[src/rtl/mul_seq_pkg.sv]
// Shared definitions for the multiply sequencer: op codes, FSM states and
// the partial-product pass table used for the high-word (MULX) operations.
package mul_seq_pkg;

    typedef enum logic [1:0] {
        MUL_OP_MUL    = 2'd0,
        MUL_OP_MULXUU = 2'd1,
        MUL_OP_MULXSU = 2'd2,
        MUL_OP_MULXSS = 2'd3
    } mul_op_e;

    typedef enum logic [2:0] {
        ST_IDLE    = 3'd0,
        ST_ISSUE   = 3'd1,
        ST_DRAIN   = 3'd2,
        ST_CORRECT = 3'd3,
        ST_RESP    = 3'd4
    } mul_state_e;

    localparam int MUL_PASSES = 4;

    // Left shift applied to each 16x16 partial product before accumulation.
    // Pass index bit 0 selects the high half of A, bit 1 the high half of B.
    localparam logic [5:0] PASS_SHIFT [MUL_PASSES] = '{6'd0, 6'd16, 6'd16, 6'd32};

    // Zero-extended 16-bit half of an operand, as fed to the multiply cell.
    function automatic logic [31:0] pass_operand(input logic [31:0] value,
                                                 input logic        high_half);
        return high_half ? {16'h0000, value[31:16]} : {16'h0000, value[15:0]};
    endfunction

    // Partial product placed at its weight inside the 64-bit accumulator.
    function automatic logic [63:0] shifted_partial(input logic [31:0] product,
                                                    input logic [1:0]  idx);
        return {32'h0000_0000, product} << PASS_SHIFT[idx];
    endfunction

endpackage

[src/rtl/mul_seq_ctrl.sv]
// Multiply sequencer sitting in front of a registered 32-bit multiply cell
// (low 32 bits of src1*src2). MUL is a single pass; MULX variants run four
// 16x16 passes, accumulate to 64 bits and apply the signed correction to
// the upper word.
//
// state      | meaning
// -----------+--------------------------------------------------------------
// ST_IDLE    | ready for a request; operands, op and tag latched on accept
// ST_ISSUE   | drive the cell: one cycle for MUL, four passes for MULX
// ST_DRAIN   | wait for the last in-flight cell result to be captured
// ST_CORRECT | MULX only: subtract signed-operand terms from the upper word
// ST_RESP    | present rsp_data/rsp_tag until rsp_ready
module mul_seq_ctrl #(
    parameter int CELL_LATENCY = 1,
    parameter int TAG_W        = 5
) (
    input  logic             clk,
    input  logic             reset,
    input  logic             req_valid,
    output logic             req_ready,
    input  logic [1:0]       req_op,
    input  logic [31:0]      req_src1,
    input  logic [31:0]      req_src2,
    input  logic [TAG_W-1:0] req_tag,
    output logic [31:0]      cell_src1,
    output logic [31:0]      cell_src2,
    input  logic [31:0]      cell_result,
    output logic             rsp_valid,
    input  logic             rsp_ready,
    output logic [31:0]      rsp_data,
    output logic [TAG_W-1:0] rsp_tag
);
    import mul_seq_pkg::*;

    mul_state_e        state_q;
    mul_state_e        state_d;
    mul_op_e           op_q;
    logic [31:0]       a_q;
    logic [31:0]       b_q;
    logic [TAG_W-1:0]  tag_q;
    logic [63:0]       acc_q;
    logic [31:0]       result_q;
    logic [1:0]        pass_q;

    // In-flight pipe: stage i holds a pass issued i+1 cycles ago.
    logic [CELL_LATENCY-1:0] pipe_valid_q;
    logic [1:0]              pipe_idx_q [CELL_LATENCY];

    logic        accept;
    logic        issue;
    logic [1:0]  issue_idx;
    logic [31:0] src1;
    logic [31:0] src2;
    logic        early_busy;
    logic        capture;
    logic [1:0]  capture_idx;
    logic [31:0] sub_b;
    logic [31:0] sub_a;
    logic [31:0] corrected;

    assign req_ready   = (state_q == ST_IDLE) && !reset;
    assign accept      = req_valid && req_ready;
    assign rsp_valid   = (state_q == ST_RESP);
    assign rsp_data    = result_q;
    assign rsp_tag     = tag_q;
    assign cell_src1   = src1;
    assign cell_src2   = src2;
    assign capture     = pipe_valid_q[CELL_LATENCY-1];
    assign capture_idx = pipe_idx_q[CELL_LATENCY-1];

    // Anything still in flight that will not be captured at this edge.
    // The last stage is excluded so DRAIN can leave on the capture edge.
    always_comb begin
        early_busy = 1'b0;
        for (int i = 0; i < CELL_LATENCY - 1; i++) begin
            early_busy = early_busy | pipe_valid_q[i];
        end
    end

    // Signed correction of the unsigned 64-bit product's upper word.
    always_comb begin
        sub_b     = '0;
        sub_a     = '0;
        if ((op_q == MUL_OP_MULXSU || op_q == MUL_OP_MULXSS) && a_q[31]) begin
            sub_b = b_q;
        end
        if (op_q == MUL_OP_MULXSS && b_q[31]) begin
            sub_a = a_q;
        end
        corrected = acc_q[63:32] - sub_b - sub_a;
    end

    // Next-state logic and cell operand drive.
    always_comb begin
        state_d   = state_q;
        issue     = 1'b0;
        issue_idx = pass_q;
        src1      = '0;
        src2      = '0;
        case (state_q)
            ST_IDLE: begin
                if (accept) begin
                    state_d = ST_ISSUE;
                end
            end
            ST_ISSUE: begin
                issue = 1'b1;
                if (op_q == MUL_OP_MUL) begin
                    src1      = a_q;
                    src2      = b_q;
                    issue_idx = 2'd0;
                    state_d   = ST_DRAIN;
                end else begin
                    src1 = pass_operand(a_q, pass_q[0]);
                    src2 = pass_operand(b_q, pass_q[1]);
                    if (pass_q == 2'(MUL_PASSES - 1)) begin
                        state_d = ST_DRAIN;
                    end
                end
            end
            ST_DRAIN: begin
                if (!early_busy) begin
                    state_d = (op_q == MUL_OP_MUL) ? ST_RESP : ST_CORRECT;
                end
            end
            ST_CORRECT: begin
                state_d = ST_RESP;
            end
            ST_RESP: begin
                if (rsp_ready) begin
                    state_d = ST_IDLE;
                end
            end
            default: begin
                state_d = ST_IDLE;
            end
        endcase
    end

    // State register.
    always_ff @(posedge clk) begin
        if (reset) begin
            state_q <= ST_IDLE;
        end else begin
            state_q <= state_d;
        end
    end

    // In-flight pipe tracking which pass each cell result belongs to.
    always_ff @(posedge clk) begin
        if (reset) begin
            pipe_valid_q <= '0;
            for (int i = 0; i < CELL_LATENCY; i++) begin
                pipe_idx_q[i] <= '0;
            end
        end else begin
            pipe_valid_q[0] <= issue;
            pipe_idx_q[0]   <= issue_idx;
            for (int i = 1; i < CELL_LATENCY; i++) begin
                pipe_valid_q[i] <= pipe_valid_q[i-1];
                pipe_idx_q[i]   <= pipe_idx_q[i-1];
            end
        end
    end

    // Request latch, pass counter, accumulator and result register.
    always_ff @(posedge clk) begin
        if (reset) begin
            op_q     <= MUL_OP_MUL;
            a_q      <= '0;
            b_q      <= '0;
            tag_q    <= '0;
            acc_q    <= '0;
            result_q <= '0;
            pass_q   <= '0;
        end else begin
            if (accept) begin
                op_q   <= mul_op_e'(req_op);
                a_q    <= req_src1;
                b_q    <= req_src2;
                tag_q  <= req_tag;
                acc_q  <= '0;
                pass_q <= '0;
            end else if (issue) begin
                pass_q <= pass_q + 2'd1;
            end

            if (capture) begin
                if (op_q == MUL_OP_MUL) begin
                    result_q <= cell_result;
                end else begin
                    acc_q <= acc_q + shifted_partial(cell_result, capture_idx);
                end
            end

            if (state_q == ST_CORRECT) begin
                result_q <= corrected;
            end
        end
    end

endmodule
[config.mk]
export PLATFORM = sky130hd
export DESIGN_NAME = mul_seq_ctrl
export DESIGN_NICKNAME = d
export VERILOG_FILES = /design/src/rtl/mul_seq_pkg.sv /design/src/rtl/mul_seq_ctrl.sv
export SDC_FILE = /design/constraint.sdc
export NUM_CORES = 1
export LEC_CHECK = 0
export ABC_AREA = 1
export CORE_MARGIN = 1.5
export CORE_UTILIZATION = 49
export DETAILED_ROUTE_END_ITERATION = 10
export PLACE_DENSITY = 0.83
export REMOVE_ABC_BUFFERS = 1
export SETUP_SLACK_MARGIN = 0.4
export SLEW_MARGIN = 15
export SYNTH_ARGS = -nofsm -noshare
export SYNTH_HDL_FRONTEND = slang
export SYNTH_SLANG_ARGS = --single-unit
[constraint.sdc]
create_clock -name clk -period 4.99 [get_ports clk]
set_input_delay 0.7485 -clock clk [delete_from_list [all_inputs] [get_ports clk]]
set_output_delay 0.7485 -clock clk [all_outputs]
set_load 0.005 [all_outputs]
==> run metrics <==
run status=finished clean; reg2reg path depth=16; RD Place Congestion=1.03; WP data arrival=3.55 ns; Mapped Area=0.0172 mm²; Iter 0 DRT Violations=2292; Setup TNS=0 ns; core area=0.0345 mm²; WL final=66800 µm; DR vias=19938; CTS tree=yes; CP Capture Type=output port; 1st-pass router iterations=8; CP Launch Type=register; Hold Path Sink=rsp_tag[1]$_SDFFE_PP0P_; Slew @ Worst Pin=1.06 ns; worst r2r dst=rsp_data[17]$_SDFFE_PP0P_; Max Root-Sink Buffers=2; die area=0.0362 mm²; vias per cell=5.29; # nets final=3540; Final HPWL DP=53100 µm; Slowest Stage Delay on Critical Path=0.90 ns; synthesized instance count=3133; Port Buffer Count=209; worst hold path type=reg -> reg; Remaining Overflow, GRT=0; Synth Flop Type=dfxtp_1; Slew HR=29.3%; # H-tree levels=4; Synth async-reset ratio=0%; syn avg cell area=5.49 µm²; worst hold path cell count=1; initial antenna violation count=0; I/O pin cnt=210; PwrDens=235 mW/mm²; RSZ-0062 raised after global routing=no; vias in the first global route=17744; Leak=11.0 nW; r2r setup slk=0.72 ns; largest net degree at the start of global routing=90; Worst Skew=0.0113 ns; Final Util=59.0%; Reg clk slew, reported paths=0.07 ns; VDD IR max=277 µV; area growth from synthesis to final layout=18.5%; Starting Density=49.8%; final worst-path cycle share=86.1%; clk root buf=clkbuf_16; met2 Track Usage GR=57.0%; total of warnings raised by yosys=0; grt met3 use=5.89%; most common cell after layout, fill and taps aside=nand2_1; post-route antenna net violation count=0; die height=190 µm; crit-path max FO=35; Residual DRC=0; cts bufs inserted=17; Routed wire per std cell=17.7 µm; busiest grt layer=met2; Setup Viol. Count Final=0; clk sink count=175; critical path class=reg -> out; maxcap violations=0; share of cells above drive strength 1=2.38%; CP Cell Sequence=nor2_1, inv_2, nand2_1, o21ai_0, a21oi_1, clkdlybuf4s50_1; clk_lat worst skew=0.47 ns; Tot GR Track Use=36.1%; hold-fix buffers at CTS=0; Worst Path Required=4.24 ns; post-synthesis sequential area ratio=20.4%; routing usage on met1=47.0%; Yosys reg bits=175; synth unique cells=33; R2R Path Start=op_q[0]$_SDFFE_PP0P_; post-route minimum period=4.30 ns; highest-delay cell along the critical path=nand2_1; Fin. Hold Viols=0; FMAX=233 MHz; first-pass GRT wire length=99500 µm; Final Max Tran Viols=0; most frequent cells in the layout=nand2_1 (1013), inv_1 (714), nor2_1 (274); EDFF count, synth=0; # diodes=0; hold path startpoint=rsp_tag[1]$_SDFFE_PP0P_; chip width=190 µm; Rows=68
cells in the mapped netlist (2+ instances only):
master / number / share of area (%)
dfxtp_1: 175 / 20
buf_1: 7 / 0.15
inv_2: 2 / 0.044
ha_1: 98 / 7.1
and2_1: 3 / 0.11
or2_2: 3 / 0.11
xor2_1: 32 / 1.6
nor2_1: 275 / 6.0
a21oi_1: 154 / 4.5
a32o_1: 10 / 0.58
nor4_1: 3 / 0.11
nand2_1: 1013 / 22
nand4_1: 18 / 0.65
o21bai_1: 3 / 0.13
o21ai_0: 214 / 6.2
nand2_2: 2 / 0.073
buf_2: 5 / 0.15
o22ai_1: 16 / 0.58
and3_1: 3 / 0.11
nand3_1: 196 / 5.7
inv_1: 715 / 16
clkinv_1: 3 / 0.065
fa_1: 32 / 3.7
clkbuf_1: 80 / 1.7
xnor2_1: 3 / 0.15
nor3_1: 58 / 1.7
nand3b_1: 4 / 0.17
report_power, final:
group	internal [mW]	switching, mW
sequential	1.51	0.0618
combinational	0.621	1.16
clock	0.776	0.668
stage by stage:
step | hold WS (ns) | total power, mW | cells | area (µm²) | worst slack, ns
3_5_place_dp | 0.453 | 3.32 | 3736 | 19700 | 0.813
4_1_cts | 0.468 | 4.74 | 3768 | 20300 | 0.737
5_1_grt | 0.482 | 5.03 | 3771 | 20400 | 0.405
3_3_place_gp | 0.446 | 3.30 | 3736 | 19700 | 0.849
6_report | 0.467 | 4.79 | 3771 | 20400 | 0.692
2_1_floorplan | 0.448 | 2.67 | 3041 | 16800 | 0.864
kinds of logic (layout without fill, tap and decap cells):
family	after synthesis	count (layout)	synth area share [%]
AOI/OAI and AO/OA	401	401	12.2
and+or+nand+nor	1580	1580	37.0
xor gates and xnor gates	35	35	1.78
buffers and inverters	812	995	17.8
DFF	175	175	20.4
adders and majority gates	130	130	10.9
critical path: cells and delay by family, from the launching register on:
family	cells	cell delay, ns
AOI/OAI and AO/OA	2	0.40
buffers and inverters	2	0.97
and+or+nand+nor	2	1.38
DFF	1	0.33
state kept, by name (all words and copies together) (netlist names):
signal and flops:
rsp_tag 5, state_q 3, acc_q 64, pass_q 2, capture 1, b_q 32, pipe_idx_q 2, rsp_data 32
op_q 2, a_q 32
final cells by class:
class	count	area [µm²]
timing repair inverter	1	5.00
sequential	175	3500
tap	455	569
inverter	720	2710
clock buffer	19	453
timing repair buffer	242	2330
fill	3561	14200
multi-input combinational	2146	10700
clock inverter	13	149
how the worst max path moves through the flow:
stage	start	to	slack, ns
4_1_cts	op_q[0]$_SDFFE_PP0P_	rsp_data[22]$_SDFFE_PP0P_	0.74
3_5_place_dp	op_q[0]$_SDFFE_PP0P_	rsp_data[22]$_SDFFE_PP0P_	0.81
3_3_place_gp	op_q[0]$_SDFFE_PP0P_	rsp_data[22]$_SDFFE_PP0P_	0.85
2_1_floorplan	reset	acc_q[0]$_SDFF_PP0_	0.86
5_1_grt	op_q[0]$_SDFFE_PP0P_	cell_src2[15]	0.40
6_report	op_q[0]$_SDFFE_PP0P_	cell_src2[14]	0.69
metal layers:
layer,routed length (µm),vias to the layer above
li1,-,9852
met1,26900,8877
met2,29600,1055
met3,6660,154
met4,3610,0
met5,0,-
what timing repair did:
action,4_1_cts,5_1_grt
resized for setup,0,2
setup endpoints to repair,0,1
buffers inserted,0,2
(Power assumes the default switching activity.)
